## config.mk

```make
export PLATFORM = sky130hd
export DESIGN_NAME = vga_timing_gen
export DESIGN_NICKNAME = d
export VERILOG_FILES = /design/src/rtl/vga_timing_pkg.sv /design/src/rtl/vga_delay_line.sv /design/src/rtl/vga_timing_gen.sv
export SDC_FILE = /design/constraint.sdc
export NUM_CORES = 1
export LEC_CHECK = 0
export CAP_MARGIN = 30
export CORE_ASPECT_RATIO = 0.5
export CORE_UTILIZATION = 45
export CTS_BUF_LIST = sky130_fd_sc_hd__clkbuf_2
export DETAILED_ROUTE_END_ITERATION = 10
export GPL_TIMING_DRIVEN = 0
export HOLD_SLACK_MARGIN = 0.05
export PLACE_DENSITY = 0.72
export SYNTH_ARGS = -nofsm -noshare
export SYNTH_HDL_FRONTEND = slang
export SYNTH_SLANG_ARGS = --single-unit
```

## constraint.sdc

```tcl
create_clock -name clock25 -period 3.34 [get_ports clock25]
set_input_delay 0.668 -clock clock25 [delete_from_list [all_inputs] [get_ports clock25]]
set_output_delay 0.668 -clock clock25 [all_outputs]
set_load 0.1 [all_outputs]
```

## src/rtl/vga_timing_pkg.sv

```systemverilog
// Shared timing constants, blanking sentinels and the pixel decode helper
// for the 640x480 @ 60 Hz raster generator (vga_timing_gen).
package vga_timing_pkg;

    // Default timing, in pixel clocks (horizontal) and lines (vertical).
    localparam int DEF_H_VISIBLE  = 640;
    localparam int DEF_H_FP       = 16;
    localparam int DEF_H_SYNC     = 96;
    localparam int DEF_H_BP       = 48;
    localparam int DEF_V_VISIBLE  = 480;
    localparam int DEF_V_FP       = 10;
    localparam int DEF_V_SYNC     = 2;
    localparam int DEF_V_BP       = 33;

    // Sync delay: one cycle for the address translator register and one
    // for the video RAM read.
    localparam int DEF_SYNC_DELAY = 2;

    // Constants derived from the defaults; sync windows are inclusive.
    localparam int H_TOTAL      = DEF_H_VISIBLE + DEF_H_FP + DEF_H_SYNC + DEF_H_BP;
    localparam int V_TOTAL      = DEF_V_VISIBLE + DEF_V_FP + DEF_V_SYNC + DEF_V_BP;
    localparam int H_SYNC_START = DEF_H_VISIBLE + DEF_H_FP;
    localparam int H_SYNC_END   = H_SYNC_START + DEF_H_SYNC - 1;
    localparam int V_SYNC_START = DEF_V_VISIBLE + DEF_V_FP;
    localparam int V_SYNC_END   = V_SYNC_START + DEF_V_SYNC - 1;

    // Coordinates driven outside the visible area. Both lie beyond any
    // downstream window, so consumers need not gate on video_on.
    localparam logic [9:0] X_BLANK = 10'd1023;
    localparam logic [8:0] Y_BLANK = 9'd511;

    typedef logic [9:0] count_t;

    // Everything the output register stage loads from one (h, v) position.
    typedef struct packed {
        logic [9:0] x;
        logic [8:0] y;
        logic       video_on;
        logic       frame_start;
        logic       hsync_raw;
        logic       vsync_raw;
    } pixel_decode_t;

    // Combinational decode of a counter position. All comparisons are
    // unsigned on 10-bit values; window bounds are inclusive.
    function automatic pixel_decode_t decode_pixel(
        input count_t h,
        input count_t v,
        input count_t h_visible,
        input count_t v_visible,
        input count_t hs_first,
        input count_t hs_last,
        input count_t vs_first,
        input count_t vs_last
    );
        pixel_decode_t d;
        logic          vis;
        vis           = (h < h_visible) && (v < v_visible);
        d.x           = vis ? h : X_BLANK;
        d.y           = vis ? v[8:0] : Y_BLANK;
        d.video_on    = vis;
        d.frame_start = (h == 10'd0) && (v == 10'd0);
        d.hsync_raw   = !((h >= hs_first) && (h <= hs_last));
        // Depends on the line number only, so it changes at h=0.
        d.vsync_raw   = !((v >= vs_first) && (v <= vs_last));
        return d;
    endfunction

endpackage

```

## src/rtl/vga_delay_line.sv

```systemverilog
// Fixed-depth single-bit shift register used to retime hsync/vsync so they
// line up with colour data returning from the translator and the video RAM.
// DEPTH = 0 is a plain wire. Every stage resets to RST_VAL, so a reset never
// stretches a sync pulse that was already in flight.
module vga_delay_line #(
    parameter int   DEPTH   = 2,
    parameter logic RST_VAL = 1'b1
) (
    input  logic clock25,
    input  logic reset,
    input  logic din,
    output logic dout
);

    generate
        if (DEPTH == 0) begin : g_bypass
            assign dout = din;
        end else begin : g_pipe
            logic [DEPTH-1:0] stage_reg;

            // Shift din through DEPTH stages; stage 0 is the newest sample.
            always_ff @(posedge clock25) begin
                if (reset) begin
                    stage_reg <= {DEPTH{RST_VAL}};
                end else begin
                    stage_reg[0] <= din;
                    for (int i = 1; i < DEPTH; i++) begin
                        stage_reg[i] <= stage_reg[i-1];
                    end
                end
            end

            assign dout = stage_reg[DEPTH-1];
        end
    endgenerate

endmodule

```

## src/rtl/vga_timing_gen.sv

```systemverilog
// VGA raster timing generator: horizontal/vertical counters, registered
// pixel coordinate / visible / frame-start decode, and active-low syncs
// delayed by SYNC_DELAY cycles (legal range 0..7).
// Optional build macro VGA_TIMING_FRAME_COUNTER_EN enables the 16-bit
// frame counter; without it frame_count is tied to zero.
module vga_timing_gen
    import vga_timing_pkg::*;
#(
    parameter int H_VISIBLE  = DEF_H_VISIBLE,
    parameter int H_FP       = DEF_H_FP,
    parameter int H_SYNC     = DEF_H_SYNC,
    parameter int H_BP       = DEF_H_BP,
    parameter int V_VISIBLE  = DEF_V_VISIBLE,
    parameter int V_FP       = DEF_V_FP,
    parameter int V_SYNC     = DEF_V_SYNC,
    parameter int V_BP       = DEF_V_BP,
    parameter int SYNC_DELAY = DEF_SYNC_DELAY
) (
    input  logic        clock25,
    input  logic        reset,
    output logic [9:0]  x,
    output logic [8:0]  y,
    output logic        video_on,
    output logic        frame_start,
    output logic        hsync,
    output logic        vsync,
    output logic [15:0] frame_count
);

    // Derived from this instance's parameters so a reduced raster works too.
    localparam int     LINE_CYCLES = H_VISIBLE + H_FP + H_SYNC + H_BP;
    localparam int     FRAME_LINES = V_VISIBLE + V_FP + V_SYNC + V_BP;
    localparam count_t H_LAST      = count_t'(LINE_CYCLES - 1);
    localparam count_t V_LAST      = count_t'(FRAME_LINES - 1);
    localparam count_t H_VIS_END   = count_t'(H_VISIBLE);
    localparam count_t V_VIS_END   = count_t'(V_VISIBLE);
    localparam count_t HS_FIRST    = count_t'(H_VISIBLE + H_FP);
    localparam count_t HS_LAST     = count_t'(H_VISIBLE + H_FP + H_SYNC - 1);
    localparam count_t VS_FIRST    = count_t'(V_VISIBLE + V_FP);
    localparam count_t VS_LAST     = count_t'(V_VISIBLE + V_FP + V_SYNC - 1);

    count_t        hcount_reg;
    count_t        hcount_next;
    count_t        vcount_reg;
    count_t        vcount_next;
    pixel_decode_t dec;

    logic [9:0]    x_reg;
    logic [8:0]    y_reg;
    logic          video_on_reg;
    logic          frame_start_reg;
    logic          hsync_raw_reg;
    logic          vsync_raw_reg;

    // Next counter position: h wraps at the end of the line, v steps only
    // on that wrap and itself wraps on the last line of the frame.
    always_comb begin
        hcount_next = hcount_reg + 10'd1;
        vcount_next = vcount_reg;
        if (hcount_reg == H_LAST) begin
            hcount_next = 10'd0;
            vcount_next = (vcount_reg == V_LAST) ? 10'd0 : vcount_reg + 10'd1;
        end
    end

    // Counter registers.
    always_ff @(posedge clock25) begin
        if (reset) begin
            hcount_reg <= 10'd0;
            vcount_reg <= 10'd0;
        end else begin
            hcount_reg <= hcount_next;
            vcount_reg <= vcount_next;
        end
    end

    // Decode of the current counter position, loaded into the output stage.
    always_comb begin
        dec = decode_pixel(hcount_reg, vcount_reg, H_VIS_END, V_VIS_END,
                           HS_FIRST, HS_LAST, VS_FIRST, VS_LAST);
    end

    // Output stage: the decode of (h, v) appears one cycle after the counters
    // hold (h, v). Reset forces blanking sentinels and inactive syncs.
    always_ff @(posedge clock25) begin
        if (reset) begin
            x_reg           <= X_BLANK;
            y_reg           <= Y_BLANK;
            video_on_reg    <= 1'b0;
            frame_start_reg <= 1'b0;
            hsync_raw_reg   <= 1'b1;
            vsync_raw_reg   <= 1'b1;
        end else begin
            x_reg           <= dec.x;
            y_reg           <= dec.y;
            video_on_reg    <= dec.video_on;
            frame_start_reg <= dec.frame_start;
            hsync_raw_reg   <= dec.hsync_raw;
            vsync_raw_reg   <= dec.vsync_raw;
        end
    end

    assign x           = x_reg;
    assign y           = y_reg;
    assign video_on    = video_on_reg;
    assign frame_start = frame_start_reg;

    // Syncs only are retimed to meet the colour coming back from the RAM.
    vga_delay_line #(
        .DEPTH   (SYNC_DELAY),
        .RST_VAL (1'b1)
    ) u_hsync_delay (
        .clock25 (clock25),
        .reset   (reset),
        .din     (hsync_raw_reg),
        .dout    (hsync)
    );

    vga_delay_line #(
        .DEPTH   (SYNC_DELAY),
        .RST_VAL (1'b1)
    ) u_vsync_delay (
        .clock25 (clock25),
        .reset   (reset),
        .din     (vsync_raw_reg),
        .dout    (vsync)
    );

`ifdef VGA_TIMING_FRAME_COUNTER_EN
    logic [15:0] frame_count_reg;

    // Count frames on the same edge that loads frame_start high; wraps.
    always_ff @(posedge clock25) begin
        if (reset) begin
            frame_count_reg <= 16'd0;
        end else if (dec.frame_start) begin
            frame_count_reg <= frame_count_reg + 16'd1;
        end
    end

    assign frame_count = frame_count_reg;
`else
    assign frame_count = 16'd0;
`endif

endmodule

```

-- Word level (Yosys, flattened, before mapping)
Cells that the tools add are included.
- $lt $le $gt $ge: 6
- $mul: 0
- equality and inequality tests: 2
- reductions and logical operators: 10
- multiplexer cells: 1
- bitwise gates (word level): 1
- div/mod/pow operators: 0
- shifts and indexed selects: 0
- $add $sub $neg: 2
- operator list (cell ; count):
    10-bit by 1-bit adder with 10-bit output (second input constant) ; 2
    10-bit equality test (second input constant) ; 2
    10-bit logical NOT ; 2
    10-bit greater-or-equal comparator (second input constant) ; 1
    10-bit by 9-bit greater-or-equal comparator with 1-bit output (second input constant) ; 1
    10-bit <= comparator (second input constant) ; 1
    10-bit by 9-bit <= comparator with 1-bit output (second input constant) ; 1
    10-bit less-than comparator (second input constant) ; 1
    10-bit by 9-bit less-than comparator with 1-bit output (second input constant) ; 1
    10-bit 2-to-1 mux ; 1
    1-bit logical AND ; 4
    2-bit OR reduction ; 2
    1-bit logical NOT ; 2
    1-bit inverter ; 1
- latch bits: 0
- bits of input ports: 2
- memory bits (writable): 0
- memories: 0
- register bits: 47
- bits in read-only memories: 0
- output and inout port bits: 39

-- Depth between registers and ports, before layout
Gate-level depths: netlist (run 1).
- word-level depth: 4
- gate-level depth with buffers: 7
- gate-level depth less buffers: 6

-- By module
A second synthesis (run 1) with hierarchy kept.
- cell total of the unflattened synthesis: 204
- area, all modules: 1914.3 um^2
- by module, submodules not included (module ; seq. area each (um^2) ; cells each ; instances ; area each (um^2)):
    vga_timing_gen ; 860.8 ; 196 ; 1 ; 1809.2
    vga_delay_line ; 40.0 ; 4 ; 2 ; 52.6

-- Least setup slack after synthesis (run 1)
No wires, ideal clock.
- kind: reg-to-reg
- start point: register hcount_reg[0]
- end point: register vcount_reg[9]
- data arrival time: 2010 ps
- data required time: 3270 ps
- setup slack: 1260 ps
- setup time: 70 ps
- stages on the path, launching flop included: 6
- buffers on the path: 0
- period minus slack after synthesis: 2080 ps
- cell sequence: dfxtp_1 -> ha_1 -> nand4_1 -> or4_4 -> or4_1 -> a21oi_1
- word-level cells in the longest chain between the ends: 1
- RTL lines (item ; RTL line ; RTL):
    start: declaration ; vga_timing_gen.sv:42 ; count_t hcount_reg;
    start signal: assignment ; vga_timing_gen.sv:72 ; hcount_reg <= hcount_next;
    10-bit equality test ; vga_timing_gen.sv:60 ; if (hcount_reg == H_LAST) begin
    end signal: assignment ; vga_timing_gen.sv:73 ; vcount_reg <= vcount_next;
    end: declaration ; vga_timing_gen.sv:44 ; count_t vcount_reg;
Every way passes these cells.
A chain may end at the register's enable or synchronous reset.

-- Final worst setup path (run 1)
- start point: register y_reg[7] (netlist: y[7])
- end point: output y[7]
- RTL lines (item ; RTL line ; RTL):
    start: declaration ; vga_timing_gen.sv:49 ; logic [8:0] y_reg;
    start signal: assignment ; vga_timing_gen.sv:95 ; y_reg <= dec.y;
    end: declaration ; vga_timing_gen.sv:22 ; output logic [8:0] y,
No word-level cell between the ends.

==> impl_metrics.env, run 1 <==
export IMPL_result_of_the_run="complete, but fails checks"
export IMPL_violations_in_the_final_reports="design-rule violations"
export IMPL_die_width_um=93.36
export IMPL_number_of_antenna_violations_at_the_first_check_in_global_routing=0
export IMPL_area_inside_the_core_boundary_mm2=0.003944
export IMPL_reg2regPathDepth=6
export IMPL_cp_num_cells=1
export IMPL_power_combinational_fraction_pct=25.4
export IMPL_cp_endpoint="y[7]"
export IMPL_worst_slew_margin_rel_pct=34.96
export IMPL_timing_rr_end="hcount_reg[5]"
export IMPL_rsz0062_at_grt="no"
export IMPL_drive_gt1_share_pct=19.03
export IMPL_synth_warning_count=0
export IMPL_num_vias=1413
export IMPL_startpoint_of_the_worst_register_to_register_path="hcount_reg[0]"
export IMPL_crit_path_max_fanout=1
export IMPL_netlist_area_mm2=0.001878
export IMPL_startpoint_type="flop"
export IMPL_clock_tree_from_tritoncts="yes"
export IMPL_grt_pass1_wl_mm=5.168
export IMPL_layout_filler_cells=350
export IMPL_crit_chain="clkdlybuf4s50_1"
export IMPL_setup_reg_to_reg_worst_slack_ps=960
export IMPL_mostFrequentLayoutCell="sky130_fd_sc_hd__dfxtp_1"
export IMPL_timing_worst_setup_path_type="flop to output pin"
export IMPL_detail_route_first_pass_iterations=7
export IMPL_fin_skew_ps=14.81
export IMPL_p_sw_uw=390.8
export IMPL_worst_slack_ps=783.8
export IMPL_p_per_area_mw_per_mm2=471.4
export IMPL_worst_slew_pin_slew_ps=972.6
export IMPL_cts_setup_buffers=0
export IMPL_antenna_diode_count=0
export IMPL_power_leakage_nw=0.9464
export IMPL_area_growth_pct=21.39
export IMPL_synth_sequential_area_ratio_pct=50.10
export IMPL_timing_setup_tns_ps=0
export IMPL_worstSkewPairLatency_ps=400
export IMPL_synth_edff_count=0
export IMPL_timing_max_transition_violations_final=0
export IMPL_finalWeightedCongestion=0.7731
export IMPL_synth_lib_cells_used_distinct=33
export IMPL_timing_critical_path_max_delay_family="buffers and inverters"
export IMPL_cp_buffers_inverters=1
export IMPL_internal_power_uw=683.8
export IMPL_max_freq_mhz=391.2
export IMPL_crit_path_launch="y[7]"
export IMPL_synth_top_flop_cell="sky130_fd_sc_hd__dfxtp_1"
export IMPL_hpwlAfterDp_mm=2.388
export IMPL_holdCritPathClass="flop to flop"
export IMPL_cts_repair_resize_count=0
export IMPL_dieHeight_um=47.68
export IMPL_timing_critical_path_slowest_cell_delay_ps=1120
export IMPL_share_of_synthesized_registers_carrying_an_async_set_or_reset_pct=0
export IMPL_largest_net_degree_at_the_start_of_global_routing=14
export IMPL_path_clk_slew_ps=210
export IMPL_ys_ff_latch=47
export IMPL_drt_drc_violations_left=1
export IMPL_clock_sink_count=47
export IMPL_cell_at_the_root_of_the_clock_tree="sky130_fd_sc_hd__clkbuf_2"
export IMPL_timing_critical_path_to_type="output pin"
export IMPL_std_cell_rows=16
export IMPL_tcrit_tclk_final_pct=76.53
export IMPL_critical_path_slowest_cell="sky130_fd_sc_hd__clkdlybuf4s50_1"
export IMPL_detailedRoute_firstIterationViolations=41
export IMPL_port_buffers=24
export IMPL_post_drt_via_cell_ratio=4.694
export IMPL_detailed_route_wl_mm=3.252
export IMPL_sequentialPowerShare_pct=54.6
export IMPL_finalNetCount=252
export IMPL_cts_made_buffers=5
export IMPL_worst_endpoint_data_arrival_time_ps=1890
export IMPL_num_io_pins=41
export IMPL_clock_network_fraction_of_design_power_pct=20.1
export IMPL_finalCriticalPeriod_ps=2556
export IMPL_dp_slack_ps=997.9
export IMPL_swShare_pct=36.37
export IMPL_cts_max_level=2
export IMPL_wire_length_per_cell_after_detailed_routing_um=10.80
export IMPL_power_ir_vdd_worst_v=0.0001722
export IMPL_mean_instance_size_in_the_synthesized_netlist_um2=9.390
export IMPL_leading_cell_types_in_the_layout_fill_and_taps_excluded="sky130_fd_sc_hd__dfxtp_1, sky130_fd_sc_hd__clkdlybuf4s50_1, sky130_fd_sc_hd__buf_4, sky130_fd_sc_hd__nor2_1, sky130_fd_sc_hd__conb_1"
export IMPL_number_of_max_cap_violations=0
export IMPL_post_synth_inst_count=200
export IMPL_required_ps=2670
export IMPL_grt_use_total_pct=15.83
export IMPL_die_area_mm2=0.004451
export IMPL_detail_route_antenna_nets=0
export IMPL_hold_viol=0
export IMPL_initial_cell_density_of_the_core_pct=47.62
export IMPL_timing_final_setup_violations=0
export IMPL_grt_overflow_total=0
export IMPL_grt_pass1_vias=1163
export IMPL_cts_max_path_buffers=2
export IMPL_cts_hold_buffers_added=0
cell families (layout without fill, tap and decap cells):
family                   Yosys count  after routing  synth area share (%)
adder cells (fa/ha/maj)            4              4                 2.665
AO/OA/AOI/OAI                      6              6                 1.998
buffers and inverters             36             68                 11.66
multiplexers                       2              2                 1.066
XOR/XNOR                          14             14                 6.529
flip-flops                        47             47                 50.10
other                              1             16                0.1997
AND/OR/NAND/NOR                   90             90                 25.78
synthesized netlist by cell type (all sizes together), types with 3 or more instances:
master	instances	area, um^2
nor4	7	43.79
nor2	20	75.07
nand2	13	48.80
nand4	7	43.79
or2	15	93.84
clkbuf	5	18.77
xnor2	10	87.58
xor2	4	35.03
buf	22	166.4
nor3	5	25.02
dfxtp	47	940.9
ha	4	50.05
a21oi	3	15.01
inv	8	30.03
nand3	10	50.05
how the worst min path moves through the flow:
stage                                        end  cells after the start                         startpoint
2_1_floorplan  u_hsync_delay.g_pipe.stage_reg[0]                      1                      hsync_raw_reg
3_3_place_gp   u_hsync_delay.g_pipe.stage_reg[1]                      1  u_hsync_delay.g_pipe.stage_reg[0]
3_5_place_dp   u_hsync_delay.g_pipe.stage_reg[0]                      1                      hsync_raw_reg
4_1_cts        u_vsync_delay.g_pipe.stage_reg[0]                      1                      vsync_raw_reg
5_1_grt        u_hsync_delay.g_pipe.stage_reg[0]                      1                      hsync_raw_reg
6_report       u_hsync_delay.g_pipe.stage_reg[0]                      1                      hsync_raw_reg
power groups by stage:
stage               sequential [mW]  combinational [mW]  clock [mW]
detailed placement            0.598               0.273           0
global route                  0.589               0.283       0.250
finish                        0.586               0.273       0.216
CTS                           0.587               0.273       0.224
global placement              0.598               0.272           0
floorplan                     0.712               0.119           0
per-layer routing:
| layer | vias to the layer above | track usage [%] | wire (um) |
|---|---|---|---|
| met1 | 641 | 19.37 | 1494 |
| li1 | 721 | - | - |
| met3 | 8 | 4.286 | 201 |
| met2 | 43 | 27.35 | 1507 |
| met5 | - | 0 | 0 |
| met4 | 0 | 7.385 | 49 |
metrics by stage:
| stage | utilization [%] | area [um^2] | hold WS (ps) | cells | power, mW |
|---|---|---|---|---|---|
| after floorplan | - | 1934 | 389.5 | 215 | 0.8313 |
| after global placement | 56.85 | 2242 | 392.9 | 293 | 0.8693 |
| after detailed placement | 56.85 | 2242 | 403.1 | 293 | 0.8707 |
| after CTS | 57.80 | 2280 | 446.9 | 301 | 1.084 |
| after global routing | 57.80 | 2280 | 470.1 | 301 | 1.122 |
| final | 57.80 | 2280 | 443.9 | 301 | 1.075 |
area by class of cell:
type | instances | area (um^2) | area share [%]
Multi-Input combinational cell | 132 | 774.5 | 33.97
Clock buffer | 6 | 30.03 | 1.317
Clock inverter | 2 | 7.507 | 0.3293
Sequential cell | 47 | 940.9 | 41.27
Tap cell | 54 | 67.56 | 2.964
Inverter | 9 | 33.78 | 1.482
Timing Repair Buffer | 24 | 240.2 | 10.54
Buffer | 27 | 185.2 | 8.123
Note: power is estimated with default switching activity, not from simulation.
==> inputs of run 2 (changes only) <==
PLACE_DENSITY = 0.75   (was 0.72)
clock period = 2.2 ns   (was 3.34 ns; I/O delays follow)
==> run 2 against run 1 <==
Net effect: the run now ends clean; global-route usage increased by 0.94 points; sequential cell count unchanged; via count increased by 5.3%; critical endpoint is now vcount_reg[9]; largest cell class unchanged; largest power group unchanged; highest routed layer unchanged.
==> impl_metrics.env, run 2 (synthesis results as in run 1) <==
export IMPL_result_of_the_run="finished, final reports clean"
export IMPL_required_ps=2590
export IMPL_die_width_um=93.36
export IMPL_area_inside_the_core_boundary_mm2=0.003944
export IMPL_timing_final_setup_violations=0
export IMPL_holdCritPathClass="flop to flop"
export IMPL_area_growth_pct=26.98
export IMPL_swShare_pct=32.80
export IMPL_power_leakage_nw=1.037
export IMPL_worst_endpoint_data_arrival_time_ps=2500
export IMPL_critical_path_slowest_cell="sky130_fd_sc_hd__or4_4"
export IMPL_antenna_diode_count=0
export IMPL_p_sw_uw=612.7
export IMPL_timing_rr_end="vcount_reg[9]"
export IMPL_num_vias=1488
export IMPL_number_of_antenna_violations_at_the_first_check_in_global_routing=0
export IMPL_max_freq_mhz=472.7
export IMPL_fin_skew_ps=14.41
export IMPL_internal_power_mw=1.255
export IMPL_setup_reg_to_reg_worst_slack_ps=80
export IMPL_power_ir_vdd_worst_v=0.0002803
export IMPL_clock_tree_from_tritoncts="yes"
export IMPL_met3RoutedLength_um=232
export IMPL_largest_net_degree_at_the_start_of_global_routing=15
export IMPL_detail_route_first_pass_iterations=4
export IMPL_power_combinational_fraction_pct=21.4
export IMPL_timing_critical_path_to_type="flop"
export IMPL_hold_viol=0
export IMPL_detailed_route_wl_mm=3.606
export IMPL_sequentialPowerShare_pct=47.6
export IMPL_number_of_max_cap_violations=0
export IMPL_worst_slew_margin_rel_pct=35.72
export IMPL_cts_max_level=2
export IMPL_clock_network_fraction_of_design_power_pct=31.0
export IMPL_timing_setup_tns_ps=0
export IMPL_timing_critical_path_slowest_cell_delay_ps=530
export IMPL_cts_max_path_buffers=2
export IMPL_timing_critical_path_max_delay_family="simple AND/OR/NAND/NOR gates"
export IMPL_timing_max_transition_violations_final=0
export IMPL_hold_path_cell_count=1
export IMPL_worst_slew_pin_slew_ps=968.0
export IMPL_layout_filler_cells=350
export IMPL_cp_buffers_inverters=1
export IMPL_crit_top_cell="sky130_fd_sc_hd__or4_4"
export IMPL_initial_cell_density_of_the_core_pct=47.62
export IMPL_dp_slack_ps=-100.0
export IMPL_cts_made_buffers=5
export IMPL_worst_slack_ps=84.60
export IMPL_timing_worst_setup_path_type="flop to flop"
export IMPL_num_io_pins=41
export IMPL_post_drt_via_cell_ratio=4.816
export IMPL_dr_max_layer_used="met4"
export IMPL_grt_use_total_pct=16.77
export IMPL_startpoint_type="flop"
export IMPL_grt_pass1_wl_mm=5.423
export IMPL_startpoint_of_the_worst_register_to_register_path="hcount_reg[5]"
export IMPL_port_buffers=24
export IMPL_drt_drc_violations_left=0
export IMPL_met2_length_mm=1.747
export IMPL_mostFrequentLayoutCell="sky130_fd_sc_hd__dfxtp_1"
export IMPL_grt_pass1_vias=1193
export IMPL_hpwlAfterDp_mm=2.453
export IMPL_cell_at_the_root_of_the_clock_tree="sky130_fd_sc_hd__clkbuf_2"
export IMPL_wire_length_per_cell_after_detailed_routing_um=11.67
export IMPL_std_cell_rows=16
export IMPL_detailedRoute_firstIterationViolations=61
export IMPL_leading_cell_types_in_the_layout_fill_and_taps_excluded="sky130_fd_sc_hd__dfxtp_1, sky130_fd_sc_hd__buf_4, sky130_fd_sc_hd__dlygate4sd2_1, sky130_fd_sc_hd__nor2_1, sky130_fd_sc_hd__conb_1"
export IMPL_detail_route_antenna_nets=0
export IMPL_finalWeightedCongestion=0.8126
export IMPL_die_area_mm2=0.004451
export IMPL_wl_met1_mm=1.560
export IMPL_worstSkewPairLatency_ps=420
export IMPL_cts_hold_buffers_added=0
export IMPL_crit_path_max_fanout=4
export IMPL_dieHeight_um=47.68
export IMPL_reg2regPathDepth=5
export IMPL_finalCriticalPeriod_ps=2115
export IMPL_grt_overflow_total=0
export IMPL_clock_sink_count=47
export IMPL_totalPowerFinal_mw=1.868
export IMPL_finalNetCount=260
export IMPL_tcrit_tclk_final_pct=96.15
export IMPL_crit_chain="or3_1, buf_6, or4_4, or4_4, a21oi_2"
export IMPL_path_clk_slew_ps=220
export IMPL_worst_hold_path_endpoint="u_hsync_delay.g_pipe.stage_reg[0]"
export IMPL_drive_gt1_share_pct=25.49
export IMPL_worstHoldStart="hsync_raw_reg"
export IMPL_p_per_area_mw_per_mm2=783.4
[run 2: changes by cell type in the layout (fill, tap and decap cells not counted)]
cell                              change
sky130_fd_sc_hd__a21oi_1              -1
sky130_fd_sc_hd__a21oi_2              +1
sky130_fd_sc_hd__buf_4                +8
sky130_fd_sc_hd__bufinv_16            +2
sky130_fd_sc_hd__clkdlybuf4s50_1     -23
sky130_fd_sc_hd__clkinv_1             -2
sky130_fd_sc_hd__dfxtp_1              -5
sky130_fd_sc_hd__dfxtp_2              +4
sky130_fd_sc_hd__dfxtp_4              +1
sky130_fd_sc_hd__dlygate4sd2_1       +23
sky130_fd_sc_hd__nor3_1               -1
sky130_fd_sc_hd__nor3_2               +1
sky130_fd_sc_hd__or4_1                -1
sky130_fd_sc_hd__or4_4                +1
[run 2: area by class of cell]
type	count	area [um^2]	share of cell area [%]
inverters	9	33.78	1.417
flip-flops and latches	47	949.7	39.82
well taps	54	67.56	2.833
plain buffers	27	185.2	7.765
repair buffers	32	271.5	11.39
clock inverters	2	60.06	2.518
multi-input cells	132	787.0	33.00
clock buffers	6	30.03	1.259
[run 2: through the flow]
| step | utilization (%) | hold slack, ps | cell area [um^2] | std cells |
|---|---|---|---|---|
| final | 60.47 | 425.5 | 2385 | 309 |
| after global routing | 60.47 | 448.2 | 2385 | 309 |
| after CTS | 58.82 | 426.6 | 2320 | 303 |
| after detailed placement | 56.85 | 394.0 | 2242 | 293 |
| after global placement | 56.85 | 394.8 | 2242 | 293 |
| after floorplan | - | 389.5 | 1934 | 215 |
[run 2: per-layer routing]
metal	vias up	global-route usage [%]
met3	9	4.286
li1	733	-
met2	57	28.68
met5	-	0
met1	689	20.44
met4	0	9.231
[run 2: repair_timing]
action                                  CTS  global route
setup buffers                             2             6
endpoints found under the setup margin   32             9
gates resized for setup                  24             8
pin swaps                                 1             2
[run 2: worst max-delay path by stage]
stage / start / to / slack [ps] / cells past startpoint
after floorplan: hcount_reg[0] / vcount_reg[9] / 120 / 5
after global placement: hcount_reg[0] / vcount_reg[9] / -60 / 5
after detailed placement: hcount_reg[0] / vcount_reg[9] / -100 / 5
after CTS: hcount_reg[5] / vcount_reg[9] / 30 / 5
after global routing: hcount_reg[1] / hcount_reg[2] / -40 / 7
final: hcount_reg[5] / vcount_reg[9] / 80 / 5
[run 2: power by group through the flow]
| stage | Sequential [mW] | Combinational, mW | Clock [mW] |
|---|---|---|---|
| after floorplan | 1.08 | 0.181 | 0 |
| final | 0.889 | 0.399 | 0.580 |
| after CTS | 0.891 | 0.399 | 0.585 |
| after global placement | 0.907 | 0.413 | 0 |
| after detailed placement | 0.909 | 0.415 | 0 |
| after global routing | 0.894 | 0.411 | 0.625 |
==> inputs of run 3 (changes only) <==
PLACE_DENSITY = 0.72   (was 0.75)
clock period = 2 ns   (was 2.2 ns; I/O delays follow)
==> run 3 against run 2 <==
Net effect: setup slack got worse by 62 ps; clock skew fell by 9.2 ps; sequential power rose by 10%; sequential share of layout area rose by 0.93 points; die area did not move; combinational power rose by 10%; via count fell by 1.7%; critical path depth fell by 1; final cell count fell by 0.32%; wire length fell by 2.1%; global-route usage fell by 0.18 points.
==> impl_metrics.env, run 3 (synthesis results as in run 1) <==
export IMPL_p_sw_uw=666.3
export IMPL_number_of_antenna_violations_at_the_first_check_in_global_routing=0
export IMPL_critical_path_slowest_cell="sky130_fd_sc_hd__or4_4"
export IMPL_timing_max_transition_violations_final=0
export IMPL_power_combinational_fraction_pct=24.7
export IMPL_cell_at_the_root_of_the_clock_tree="sky130_fd_sc_hd__clkbuf_2"
export IMPL_std_cell_rows=16
export IMPL_dieHeight_um=47.68
export IMPL_initial_cell_density_of_the_core_pct=47.62
export IMPL_hold_path_cell_count=1
export IMPL_rsz0062_at_grt="yes"
export IMPL_fin_skew_ps=5.197
export IMPL_swShare_pct=37.37
export IMPL_grt_pass1_wl_mm=5.354
export IMPL_timing_rr_end="vcount_reg[9]"
export IMPL_grt_met1_usage_pct=20.25
export IMPL_p_per_area_mw_per_mm2=759.3
export IMPL_holdCritPathClass="flop to flop"
export IMPL_crit_path_max_fanout=3
export IMPL_globalRoute_busiestLayer="met2"
export IMPL_post_drt_via_cell_ratio=4.747
export IMPL_drt_drc_violations_left=0
export IMPL_finalCriticalPeriod_ps=1977
export IMPL_power_ir_vdd_worst_v=0.0003131
export IMPL_totalPowerFinal_mw=1.783
export IMPL_setup_reg_to_reg_worst_slack_ps=20
export IMPL_cp_buffers_inverters=0
export IMPL_port_buffers=24
export IMPL_power_leakage_nw=0.9973
export IMPL_hold_ws_ps=442.5
export IMPL_timing_critical_path_to_type="flop"
export IMPL_detail_route_antenna_nets=0
export IMPL_detailedRoute_firstIterationViolations=42
export IMPL_cts_max_path_buffers=2
export IMPL_cts_made_buffers=5
export IMPL_largest_net_degree_at_the_start_of_global_routing=15
export IMPL_finalNetCount=259
export IMPL_cp_endpoint="vcount_reg[9]"
export IMPL_antenna_diode_count=0
export IMPL_startpoint_of_the_worst_register_to_register_path="hcount_reg[5]"
export IMPL_timing_final_setup_violations=0
export IMPL_timing_critical_path_slowest_cell_delay_ps=540
export IMPL_tcrit_tclk_final_pct=98.86
export IMPL_drive_gt1_share_pct=36.61
export IMPL_crit_top_cell="sky130_fd_sc_hd__or4_4"
export IMPL_sequentialPowerShare_pct=54.9
export IMPL_hpwlAfterDp_mm=2.516
export IMPL_wire_length_per_cell_after_detailed_routing_um=11.47
export IMPL_timing_critical_path_max_delay_family="simple AND/OR/NAND/NOR gates"
export IMPL_mostFrequentLayoutCell="sky130_fd_sc_hd__dfxtp_1"
export IMPL_grt_pass1_vias=1194
export IMPL_area_growth_pct=25.05
export IMPL_worstSkewPairLatency_ps=410
export IMPL_cp_num_cells=4
export IMPL_grt_met3_usage_pct=4.286
export IMPL_die_width_um=93.36
export IMPL_worst_slew_pin_slew_ps=549.0
export IMPL_detail_route_first_pass_iterations=4
export IMPL_timing_worst_setup_path_type="flop to flop"
export IMPL_num_vias=1462
export IMPL_hold_viol=0
export IMPL_worst_endpoint_data_arrival_time_ps=2350
export IMPL_layout_filler_cells=357
export IMPL_cts_max_level=2
export IMPL_area_inside_the_core_boundary_mm2=0.003944
export IMPL_number_of_max_cap_violations=0
export IMPL_clock_network_fraction_of_design_power_pct=20.5
export IMPL_final_core_utilization_pct=59.55
export IMPL_internal_power_mw=1.117
export IMPL_dpl_cell_count=293
export IMPL_result_of_the_run="finished, final reports clean"
export IMPL_grt_overflow_total=0
export IMPL_startpoint_type="flop"
export IMPL_crit_chain="or3_4, or4_4, or4_4, a21oi_2"
export IMPL_clock_sink_count=47
export IMPL_clock_tree_from_tritoncts="yes"
export IMPL_worst_slew_margin_rel_pct=63.57
export IMPL_grt_met2_usage_pct=28.68
export IMPL_detailed_route_wl_mm=3.532
export IMPL_finalWeightedCongestion=0.8086
export IMPL_reg2regPathDepth=4
export IMPL_crit_path_launch="hcount_reg[5]"
export IMPL_path_clk_slew_ps=210
export IMPL_num_io_pins=41
export IMPL_max_freq_mhz=505.8
export IMPL_die_area_mm2=0.004451
export IMPL_leading_cell_types_in_the_layout_fill_and_taps_excluded="sky130_fd_sc_hd__dfxtp_1, sky130_fd_sc_hd__buf_4, sky130_fd_sc_hd__nor2_1, sky130_fd_sc_hd__clkbuf_2, sky130_fd_sc_hd__conb_1"
export IMPL_grt_use_total_pct=16.59
export IMPL_required_ps=2370
export IMPL_cts_hold_buffers_added=0
export IMPL_stdcell_count=308
-- run 3: cell types whose count changed in the layout (fill, tap and decap cells not counted), sizes merged --
cell / delta
clkdlybuf4s15: +10
buf: +1
bufinv: -2
clkinv: +2
clkbuf: +10
clkinvlp: +1
dlygate4sd2: -23
-- run 3: what timing repair did --
| item | CTS | global route |
|---|---|---|
| endpoints found under the hold margin | 0 | 0 |
| gates cloned | 0 | 0 |
| setup buffers | 8 | 2 |
| endpoints found under the setup margin | 41 | 31 |
| pin swaps | 1 | 4 |
| gates resized for setup | 60 | 26 |
-- run 3: power groups by stage --
stage / sequential (mW) / clock (mW) / combinational, mW
2_1_floorplan: 1.19 / 0 / 0.199
4_1_cts: 0.980 / 0.381 / 0.445
6_report: 0.978 / 0.365 / 0.440
3_3_place_gp: 0.998 / 0 / 0.454
5_1_grt: 0.983 / 0.420 / 0.456
3_5_place_dp: 1.00 / 0 / 0.456
-- run 3: metrics by stage --
step / setup slack, ps / cell area (um^2) / setup TNS (ps)
after detailed placement: -354.5 / 2246 / -3586
after floorplan: -24.53 / 1938 / -24.53
final: 22.78 / 2349 / 0
after global placement: -276.4 / 2246 / -2710
after global routing: -18.78 / 2349 / -18.78
after CTS: -81.48 / 2365 / -81.48
-- run 3: final cells by class --
type / count / area [um^2] / area share [%]
clock inverter: 3 / 15.01 / 0.6393
sequential: 47 / 957.2 / 40.76
timing repair buffer: 34 / 262.8 / 11.19
tap: 54 / 67.56 / 2.877
buffer: 24 / 170.2 / 7.246
multi-input combinational: 132 / 817.0 / 34.79
clock buffer: 5 / 25.02 / 1.066
inverter: 9 / 33.78 / 1.438
-- run 3: worst min-delay path by stage --
stage | start | slack [ps] | end
floorplan | hsync_raw_reg | 390 | u_hsync_delay.g_pipe.stage_reg[0]
detailed placement | u_hsync_delay.g_pipe.stage_reg[0] | 400 | u_hsync_delay.g_pipe.stage_reg[1]
global route | u_vsync_delay.g_pipe.stage_reg[0] | 460 | u_vsync_delay.g_pipe.stage_reg[1]
finish | u_vsync_delay.g_pipe.stage_reg[0] | 440 | u_vsync_delay.g_pipe.stage_reg[1]
global placement | u_hsync_delay.g_pipe.stage_reg[0] | 390 | u_hsync_delay.g_pipe.stage_reg[1]
CTS | u_hsync_delay.g_pipe.stage_reg[0] | 450 | u_hsync_delay.g_pipe.stage_reg[1]
-- run 3: routing by layer --
metal  vias to the layer above  part of all wire [%]
met3                         8                   6.9
met2                        44                    48
met4                         0                   1.4
met1                       676                    44
met5                         -                     0
li1                        734                     -
